===== config.mk =====
export PLATFORM = sky130hd
export DESIGN_NAME = base_sampler_flat
export DESIGN_NICKNAME = d
export VERILOG_FILES = /design/src/rtl/alisim_pkg.sv /design/src/rtl/base_sampler_if.sv /design/src/rtl/base_fifo.sv /design/src/rtl/base_sampler.sv /design/src/flat_wrapper.sv
export SDC_FILE = /design/constraint.sdc
export NUM_CORES = 1
export LEC_CHECK = 0
export BUFFER_PORTS_ARGS = -buffer_cell sky130_fd_sc_hd__buf_4
export CAP_MARGIN = 20
export CORE_MARGIN = 2
export CORE_UTILIZATION = 62
export DETAILED_ROUTE_END_ITERATION = 12
export PLACE_DENSITY_LB_ADDON = 0.05
export SLEW_MARGIN = 20
export SYNTH_ARGS = -nofsm -noshare
export SYNTH_HDL_FRONTEND = slang
export SYNTH_SLANG_ARGS = --single-unit
export TNS_END_PERCENT = 50

===== constraint.sdc =====
create_clock -name clk -period 7.3 [get_ports clk]
set_input_delay 1.46 -clock clk [delete_from_list [all_inputs] [get_ports clk]]
set_output_delay 1.46 -clock clk [all_outputs]
set_load 0.005 [all_outputs]

===== src/rtl/alisim_pkg.sv =====
// rtl/alisim_pkg.sv - shared base encoding, FSM state type and random-word mapping
package alisim_pkg;

    localparam int RND_W = 11;

    typedef logic [1:0] base_t;

    localparam base_t BASE_A = 2'd0;
    localparam base_t BASE_C = 2'd1;
    localparam base_t BASE_G = 2'd2;
    localparam base_t BASE_T = 2'd3;

    typedef enum logic [1:0] {
        IDLE  = 2'd0,
        RUN   = 2'd1,
        DRAIN = 2'd2,
        DONE  = 2'd3
    } state_t;

    // Priority order matters: non-monotonic thresholds resolve to the first match.
    function automatic base_t map_base(
        input logic [RND_W-1:0] rnd,
        input logic [RND_W-1:0] thr_a,
        input logic [RND_W-1:0] thr_ac,
        input logic [RND_W-1:0] thr_acg
    );
        if (rnd < thr_a)
            return BASE_A;
        else if (rnd < thr_ac)
            return BASE_C;
        else if (rnd < thr_acg)
            return BASE_G;
        else
            return BASE_T;
    endfunction

endpackage


===== src/rtl/base_sampler_if.sv =====
// rtl/base_sampler_if.sv - random-word input and base output stream of the sampler
interface base_sampler_if;
    import alisim_pkg::*;

    logic [RND_W-1:0] rnd_i;
    logic             rnd_take_o;
    base_t            base_o;
    logic             valid_o;
    logic             ready_i;

    modport master (
        input  rnd_i,
        input  ready_i,
        output rnd_take_o,
        output base_o,
        output valid_o
    );

    modport slave (
        output rnd_i,
        output ready_i,
        input  rnd_take_o,
        input  base_o,
        input  valid_o
    );

endinterface


===== src/rtl/base_fifo.sv =====
// rtl/base_fifo.sv - DEPTH x 2-bit synchronous FIFO with occupancy counter
module base_fifo
    import alisim_pkg::*;
#(
    parameter int DEPTH = 4
) (
    input  logic                       clk,
    input  logic                       rst,
    input  logic                       i_push,
    input  base_t                      i_din,
    input  logic                       i_pop,
    output base_t                      o_dout,
    output logic                       o_full,
    output logic                       o_empty,
    output logic [$clog2(DEPTH):0]     o_occ
);

    localparam int AW = $clog2(DEPTH);
    localparam int OW = AW + 1;

    base_t           r_mem [DEPTH];
    logic [AW-1:0]   r_wr_ptr;
    logic [AW-1:0]   r_rd_ptr;
    logic [OW-1:0]   r_occ;

    logic w_do_push;
    logic w_do_pop;

    assign o_full    = (r_occ == OW'(DEPTH));
    assign o_empty   = (r_occ == '0);
    assign w_do_push = i_push && !o_full;
    assign w_do_pop  = i_pop && !o_empty;

    // Power-of-two depth lets the pointers wrap by plain overflow.
    always_ff @(posedge clk or posedge rst) begin
        if (rst) begin
            r_wr_ptr <= '0;
            r_rd_ptr <= '0;
            r_occ    <= '0;
            for (int i = 0; i < DEPTH; i++)
                r_mem[i] <= BASE_A;
        end else begin
            if (w_do_push) begin
                r_mem[r_wr_ptr] <= i_din;
                r_wr_ptr        <= r_wr_ptr + AW'(1);
            end
            if (w_do_pop)
                r_rd_ptr <= r_rd_ptr + AW'(1);
            case ({w_do_push, w_do_pop})
                2'b10:   r_occ <= r_occ + OW'(1);
                2'b01:   r_occ <= r_occ - OW'(1);
                default: r_occ <= r_occ;
            endcase
        end
    end

    assign o_dout = r_mem[r_rd_ptr];
    assign o_occ  = r_occ;

endmodule


===== src/rtl/base_sampler.sv =====
// rtl/base_sampler.sv - maps random words to nucleotides and streams a programmable-length sequence
// Optional C+G counter output gc_count_o enabled by defining BASE_SAMPLER_GC_EN.
module base_sampler
    import alisim_pkg::*;
#(
    parameter int SEQ_W = 16,
    parameter int DEPTH = 4
) (
    input  logic                 clk,
    input  logic                 rst,
    input  logic                 start_i,
    input  logic [SEQ_W-1:0]     seq_len_i,
    input  logic [RND_W-1:0]     thr_a_i,
    input  logic [RND_W-1:0]     thr_ac_i,
    input  logic [RND_W-1:0]     thr_acg_i,
    base_sampler_if.master       bus,
    output logic                 busy_o,
`ifdef BASE_SAMPLER_GC_EN
    output logic                 done_o,
    output logic [SEQ_W-1:0]     gc_count_o
`else
    output logic                 done_o
`endif
);

    localparam int OCC_W = $clog2(DEPTH) + 1;

    state_t            r_state;
    logic [SEQ_W-1:0]  r_seq_len;
    logic [SEQ_W-1:0]  r_count;
    logic [RND_W-1:0]  r_thr_a;
    logic [RND_W-1:0]  r_thr_ac;
    logic [RND_W-1:0]  r_thr_acg;
    logic              r_busy;
    logic              r_done;

    logic              w_take;
    logic              w_pop;
    logic              w_full;
    logic              w_empty;
    logic              w_drained;
    logic [OCC_W-1:0]  w_occ;
    base_t             w_base;
    base_t             w_head;

    assign w_take    = (r_state == RUN) && !w_full;
    assign w_pop     = !w_empty && bus.ready_i;
    assign w_base    = map_base(bus.rnd_i, r_thr_a, r_thr_ac, r_thr_acg);
    // DRAIN never pushes, so the FIFO is empty next cycle if the last entry pops now.
    assign w_drained = (w_occ == '0) || ((w_occ == OCC_W'(1)) && w_pop);

    base_fifo #(.DEPTH(DEPTH)) u_fifo (
        .clk     (clk),
        .rst     (rst),
        .i_push  (w_take),
        .i_din   (w_base),
        .i_pop   (w_pop),
        .o_dout  (w_head),
        .o_full  (w_full),
        .o_empty (w_empty),
        .o_occ   (w_occ)
    );

    always_ff @(posedge clk or posedge rst) begin
        if (rst) begin
            r_state   <= IDLE;
            r_seq_len <= '0;
            r_count   <= '0;
            r_thr_a   <= '0;
            r_thr_ac  <= '0;
            r_thr_acg <= '0;
            r_busy    <= 1'b0;
            r_done    <= 1'b0;
        end else begin
            r_done <= 1'b0;
            case (r_state)
                IDLE: begin
                    if (start_i) begin
                        r_seq_len <= seq_len_i;
                        r_thr_a   <= thr_a_i;
                        r_thr_ac  <= thr_ac_i;
                        r_thr_acg <= thr_acg_i;
                        r_count   <= '0;
                        if (seq_len_i == '0) begin
                            r_state <= DONE;
                            r_done  <= 1'b1;
                        end else begin
                            r_state <= RUN;
                            r_busy  <= 1'b1;
                        end
                    end
                end
                RUN: begin
                    if (w_take) begin
                        r_count <= r_count + SEQ_W'(1);
                        if (r_count + SEQ_W'(1) == r_seq_len)
                            r_state <= DRAIN;
                    end
                end
                DRAIN: begin
                    if (w_drained) begin
                        r_state <= DONE;
                        r_busy  <= 1'b0;
                        r_done  <= 1'b1;
                    end
                end
                DONE: begin
                    r_state <= IDLE;
                end
                default: begin
                    r_state <= IDLE;
                    r_busy  <= 1'b0;
                end
            endcase
        end
    end

`ifdef BASE_SAMPLER_GC_EN
    logic [SEQ_W-1:0] r_gc_count;

    always_ff @(posedge clk or posedge rst) begin
        if (rst)
            r_gc_count <= '0;
        else if (r_state == IDLE && start_i)
            r_gc_count <= '0;
        else if (w_take && (w_base == BASE_C || w_base == BASE_G))
            r_gc_count <= r_gc_count + SEQ_W'(1);
    end

    assign gc_count_o = r_gc_count;
`endif

    assign bus.rnd_take_o = w_take;
    assign bus.valid_o    = !w_empty;
    assign bus.base_o     = w_head;
    assign busy_o         = r_busy;
    assign done_o         = r_done;

endmodule


===== src/flat_wrapper.sv =====
// flat-port wrapper written by rule: the top's interface ports become plain ports
module base_sampler_flat import alisim_pkg::*;
#(
    parameter int SEQ_W = 16,
    parameter int DEPTH = 4
)
  (clk, rst, start_i, seq_len_i, thr_a_i, thr_ac_i, thr_acg_i, busy_o, done_o, bus_rnd_i, bus_ready_i, bus_rnd_take_o, bus_base_o, bus_valid_o);
  base_sampler_if bus_i ();
  input  logic clk;
  input  logic rst;
  input  logic start_i;
  input  logic [SEQ_W-1:0] seq_len_i;
  input  logic [RND_W-1:0] thr_a_i;
  input  logic [RND_W-1:0] thr_ac_i;
  input  logic [RND_W-1:0] thr_acg_i;
  output logic busy_o;
  output logic done_o;
  input wire logic [$bits(bus_i.rnd_i)-1:0] bus_rnd_i;
  input wire logic [$bits(bus_i.ready_i)-1:0] bus_ready_i;
  output wire logic [$bits(bus_i.rnd_take_o)-1:0] bus_rnd_take_o;
  output wire logic [$bits(bus_i.base_o)-1:0] bus_base_o;
  output wire logic [$bits(bus_i.valid_o)-1:0] bus_valid_o;
  assign bus_i.rnd_i = bus_rnd_i;
  assign bus_i.ready_i = bus_ready_i;
  assign bus_rnd_take_o = bus_i.rnd_take_o;
  assign bus_base_o = bus_i.base_o;
  assign bus_valid_o = bus_i.valid_o;
  base_sampler #(.SEQ_W(SEQ_W), .DEPTH(DEPTH)) u_core (.clk(clk), .rst(rst), .start_i(start_i), .seq_len_i(seq_len_i), .thr_a_i(thr_a_i), .thr_ac_i(thr_ac_i), .thr_acg_i(thr_acg_i), .bus(bus_i), .busy_o(busy_o), .done_o(done_o));
endmodule

==> results_dict.tcl, run 1 <==
set metrics [dict create \
    synthTopCellsByCount "84 x dfrtp_1, 53 x mux2_2, 43 x ha_1" \
    r2r_slack_ns 4.54 \
    cts_tree "done" \
    yosysTopAreaCell "dfrtp_1" \
    rsz0062_at_grt "false" \
    drt_iter0_drc 183 \
    dp_cells 622 \
    io_pins 70 \
    cp_max_fo 9 \
    clk_pin_slew_ns 0.08 \
    status "complete, no violations" \
    drt_wl_total_um 10800 \
    comb_power_share 0.447 \
    power_density_nw_per_um2 379 \
    gp_congestion 0.920 \
    crit_top_cell "nand2_1" \
    p_int_mw 1.39 \
    min_path_type "reg -> reg" \
    ir_worst_vdd_mv 0.267 \
    die_y_um 93.5 \
    required_ns 5.84 \
    grt_pass1_vias 3835 \
    dp_hpwl_um 7990 \
    die-area_um2 8740 \
    post_cts_buffers 0 \
    synth_seq_cells 84 \
    crit_type "reg -> out" \
    fin_crit_sh 0.451 \
    slew_viol_final 0 \
    synthTopCellsByArea "dfrtp_1 42%, mux2_2 12%, ha_1 11%" \
    timing.fmax_mhz 304 \
    clock_sinks 84 \
    timing.rr.start "u_core.r_count[0]" \
    avgSynthCellArea_um2 10.7 \
    path_cells "inv_1, ha_1, nand2_1, nand2_1, clkinv_1, buf_4" \
    ys.flop_type "dfrtp_1" \
    swShare 0.367 \
    skew_ns 0.0110 \
    seqCellArea_um2 2100 \
    postSynthCellCount 466 \
    setup_viol_count_final 0 \
    relSlewSlack 0.479 \
    critPathMaxStageDelay_ns 0.42 \
    synth-edff-count 0 \
    p_leak_nw 2.72 \
    crit_path_end "bus_rnd_take_o" \
    cp-start-kind "register" \
    syn_to_final_growth_pct 17.2 \
    rows 32 \
    ff2ff_path_depth 8 \
    grt_pass1_wl_um 18300 \
    port_buffers 69 \
    cts_buffer_depth 2 \
    cp.arrival_ns 1.83 \
    max_cap_viol_count 0 \
    drtAntennaViolNets 0 \
    cp_slowest_cell "dfrtp_1" \
    power_frac_seq 0.366 \
    place_area_um2 5560 \
    worst_pin_slew_ns 0.782 \
    power.total_mw 2.20 \
    synth_cell_type_count 53 \
    drive_gt1_frac 0.287 \
    finalSetupTns_ns 0 \
    design_area_um2 5820 \
    multi_input_area_um2 2650 \
    synthesis.nets 573 \
    cp-startpoint "u_core.u_fifo.o_occ[0]" \
    synth-async-reset-ratio 1.00 \
    yosysSeqAreaShare 0.423 \
    post-route-min-period_ns 3.29 \
    cts-root-buf "clkbuf_8" \
    gr-total-overflow 0 \
    start_util 0.643 \
    fp.dieW_um 93.5 \
    wire_per_inst_um 16.9 \
    critPathCaptureType "output port" \
    drcViolationCount 0 \
    hold_buffers 0 \
    num_vias 3732 \
    r2r_end "u_core.r_state[1]" \
    cts_resized 0 \
    fillers 549 \
    clkLatencyLatePin_ns 0.35 \
    antenna_cells 0 \
    fin_cells 638 \
    power_frac_clock 0.187 \
    nets 638 \
    synth_area_um2 4970 \
    yosysMostFrequentCell "dfrtp_1" \
    cts_buffers 9 \
    dr.pass1.iters 5 \
    yosys_warnings 0 \
    hold_viol 0 \
    htreeDepth 3 \
    post_drt_via_cell_ratio 5.85 \
    grt_max_degree 85 \
    coreArea_um2 7730 \
    switchingPower_mw 0.809 \
    synth_top_cell_area_share 0.423 \
    track_usage 0.264 \
    antenna_found_initial 0 \
]
[sequential cells by signal (all words and copies together), names as in the netlist]
register	flops
u_core.u_fifo.r_rd_ptr	2
u_core.r_count	16
u_core.done_o	1
u_core.u_fifo.r_mem	8
u_core.u_fifo.r_wr_ptr	2
u_core.r_state	2
u_core.r_thr_ac	11
u_core.u_fifo.o_occ	3
u_core.busy_o	1
u_core.r_thr_acg	11
u_core.r_thr_a	11
u_core.r_seq_len	16
[power groups by stage]
stage	clock network [mW]	logic [mW]	registers, mW
final	0.411	0.986	0.807
after detailed placement	0	0.979	0.814
after floorplan	0	0.753	0.765
after global placement	0	0.928	0.803
after global routing	0.435	1.10	0.834
after CTS	0.416	0.985	0.806
[critical path, delay by kind of cell (launching register included)]
kind | cells | cell delay (ns)
DFF | 1 | 0.42
adders and majority gates | 1 | 0.23
and+or+nand+nor | 2 | 0.19
buffers and inverters | 3 | 0.64
[cell type report]
type,instances,area share
sequential,84,0.361
tap,102,0.0219
clock inverter,4,0.0163
clock buffer,12,0.0267
inverter,42,0.0273
multi-input combinational,324,0.455
timing repair buffer,70,0.0910
[placed cells by master (no fill, tap or decap), types with 12 or more instances in the layout]
cell type | netlist | routed
dfrtp_1 | 84 | 84
buf_4 | 1 | 69
mux2_2 | 53 | 53
ha_1 | 43 | 43
inv_1 | 41 | 40
o21ai_0 | 36 | 35
nand2_1 | 34 | 33
xnor2_1 | 18 | 18
nor2_1 | 16 | 16
a21oi_1 | 12 | 12
[layer usage]
metal | global-route usage | vias up | routed length, um
met5 | 0 | - | 0
met4 | 0.0735 | 0 | 166
met3 | 0.0500 | 16 | 512
met2 | 0.419 | 108 | 5060
met1 | 0.373 | 1810 | 5030
li1 | - | 1798 | -
[cells by family (layout without fill, tap and decap cells)]
family,Yosys count,after routing,synth area share
DFF,84,84,0.423
muxes,58,58,0.135
xor gates and xnor gates,29,29,0.0511
buffers and inverters,58,128,0.0454
AOI/OAI and AO/OA,98,98,0.133
and+or+nand+nor,96,96,0.103
adders and majority gates,43,43,0.108
[stage by stage]
stage	hold slack (ns)	setup WS, ns	util
after floorplan	0.443	3.67	-
after global placement	0.457	3.95	0.719
after detailed placement	0.484	3.87	0.719
after CTS	0.505	4.02	0.751
after global routing	0.524	3.90	0.753
final	0.505	4.01	0.753
[how the worst min path moves through the flow]
stage	end	slack (ns)	start	depth (start not counted)
after floorplan	u_core.u_fifo.r_mem[3]	0.44	u_core.u_fifo.r_mem[3]	2
after global placement	u_core.u_fifo.r_mem[1]	0.46	u_core.u_fifo.r_mem[1]	2
after detailed placement	u_core.u_fifo.r_mem[1]	0.48	u_core.u_fifo.r_mem[1]	2
after CTS	u_core.u_fifo.r_mem[3]	0.51	u_core.u_fifo.r_mem[3]	2
after global routing	u_core.r_thr_a[6]	0.52	u_core.r_thr_a[6]	1
final	u_core.r_count[15]	0.50	u_core.r_count[15]	1
Note: power is estimated with default switching activity, not from simulation.
==> run 2, diff against run 1 <==
--- a/config.mk
+++ b/config.mk
@@ -8,7 +8,7 @@
 export BUFFER_PORTS_ARGS = -buffer_cell sky130_fd_sc_hd__buf_4
 export CAP_MARGIN = 20
 export CORE_MARGIN = 2
-export CORE_UTILIZATION = 62
+export CORE_UTILIZATION = 58
 export DETAILED_ROUTE_END_ITERATION = 12
 export PLACE_DENSITY_LB_ADDON = 0.05
 export SLEW_MARGIN = 20
==> constraint.sdc (replaced) <==
create_clock -name clk -period 3.3 [get_ports clk]
set_input_delay 0.66 -clock clk [delete_from_list [all_inputs] [get_ports clk]]
set_output_delay 0.66 -clock clk [all_outputs]
set_load 0.005 [all_outputs]
==> run 2 against run 1 <==
Die area increased by 6.6%. Non-clock buffer count increased by 2. Clock power increased by 85%. Cell count increased by 0.63%. Core utilization decreased by 5.2 points. Critical path depth increased by 2. First-iteration DRC count decreased by 17%. Wire length decreased by 3.3%. Combinational power increased by 120%. Worst setup slack got worse by 3.2 ns. Clock-buffer cell count unchanged. Total power increased by 110%. Critical endpoint is now u_core.r_state[1]. Largest cell class unchanged.
==> results_dict.tcl, run 2 (synthesis results as in run 1) <==
set metrics [dict create \
    track_usage 0.242 \
    status "complete, no violations" \
    power.total_mw 4.71 \
    cts_buffers 9 \
    rsz0062_at_grt "false" \
    ir_worst_vdd_mv 0.478 \
    drtAntennaViolNets 0 \
    num_vias 3726 \
    antenna_found_initial 0 \
    power_density_nw_per_um2 813 \
    use_met1 0.343 \
    largestRegisters "u_core.r_count x16, u_core.r_seq_len x16" \
    post-route-min-period_ns 2.52 \
    cp.arrival_ns 2.79 \
    die-area_um2 9320 \
    hold_viol 0 \
    gp_congestion 0.860 \
    grt_max_degree 47 \
    dp_hpwl_um 7920 \
    cts_buffer_depth 2 \
    port_buffers 69 \
    p_leak_nw 2.70 \
    cp-startpoint "u_core.r_count[0]" \
    place_area_um2 5590 \
    hold_buffers 0 \
    syn_to_final_growth_pct 16.6 \
    io_pins 70 \
    met3_usage 0.0411 \
    slew_viol_final 0 \
    met2_usage 0.374 \
    drt_iter0_drc 152 \
    cp-start-kind "register" \
    fp.dieW_um 96.5 \
    worst_pin_slew_ns 0.797 \
    drcViolationCount 0 \
    cts-root-buf "clkbuf_8" \
    relSlewSlack 0.468 \
    drt_wl_total_um 10400 \
    drive_gt1_frac 0.289 \
    post_drt_via_cell_ratio 5.80 \
    setup_viol_count_final 0 \
    fin_ws_ns 0.785 \
    r2r_end "u_core.r_state[1]" \
    r2r_slack_ns 0.78 \
    rows 33 \
    min_path_type "in -> async" \
    die_y_um 96.5 \
    final_cell_mix "84 x dfrtp_1, 71 x buf_4, 53 x mux2_2, 43 x ha_1, 40 x inv_1" \
    max_cap_viol_count 0 \
    grt.busiest_layer "met2" \
    clkLatencyLatePin_ns 0.35 \
    htreeDepth 3 \
    design_area_um2 5790 \
    wire_per_inst_um 16.2 \
    dr.pass1.iters 4 \
    coreArea_um2 8260 \
    post-place-ws_ns 0.708 \
    antenna_cells 0 \
    cts_tree "done" \
    nets 640 \
    timing.rr.start "u_core.r_count[0]" \
    skew_ns 0.0162 \
    clock_sinks 84 \
    critPathCaptureType "register" \
    finalSetupTns_ns 0 \
    fin_crit_sh 0.762 \
    ff2ff_path_depth 8 \
    cts_resized 0 \
    grt_pass1_wl_um 17000 \
    required_ns 3.57 \
    post_cts_buffers 0 \
    layout.cells.most_common "dfrtp_1" \
    crit_type "reg -> reg" \
    start_util 0.601 \
    grt_pass1_vias 3646 \
    clk_pin_slew_ns 0.08 \
    timing.fmax_mhz 398 \
    crit_path_end "u_core.r_state[1]" \
    cp_max_fo 12 \
    gr-total-overflow 0 \
]
-- run 2: layer usage --
layer  vias to the layer above  wire length, um
met2                        87             4740
met3                        15              367
met4                         0              166
met1                      1835             5140
met5                         -                0
li1                       1789                -
-- run 2: worst max-delay path, cell delays in order, from the launching register on --
cell,delay (ns)
dfrtp_1,0.46
ha_1,0.46
nand4_1,0.26
nor2_2,0.30
nand2_1,0.16
a2111oi_4,0.30
nand4_1,0.14
o22ai_2,0.16
mux2i_1,0.20
-- run 2: cell type report --
type	count	area, um^2
clock buffer	12	155
tap	105	131
clock inverter	3	46.3
sequential	84	2100
timing repair buffer	72	553
fill	657	2470
multi-input combinational	324	2650
inverter	42	159
-- run 2: worst min path at each step --
stage	endpoint	slack, ns	cells after the start
after floorplan	u_core.u_fifo.r_mem[3]	0.44	2
after global placement	u_core.u_fifo.r_mem[3]	0.46	2
after detailed placement	u_core.u_fifo.r_mem[7]	0.47	2
after CTS	u_core.r_thr_acg[5]	0.46	2
after global routing	u_core.r_state[0]	0.49	2
final	u_core.r_count[1]	0.44	2
-- run 2: through the flow --
| stage | hold WS, ns | util | std cells |
|---|---|---|---|
| floorplan | 0.443 | - | 466 |
| global placement | 0.464 | 0.677 | 627 |
| detailed placement | 0.475 | 0.677 | 627 |
| CTS | 0.458 | 0.701 | 642 |
| global route | 0.488 | 0.701 | 642 |
| finish | 0.440 | 0.701 | 642 |
-- run 2: report_power, final --
part           switching [mW]  leakage [nW]  total (mW)  internal (mW)
Sequential              0.317          1.03        1.78           1.47
Combinational            1.08          1.58        2.17           1.09
Clock                   0.370        0.0987       0.759          0.389
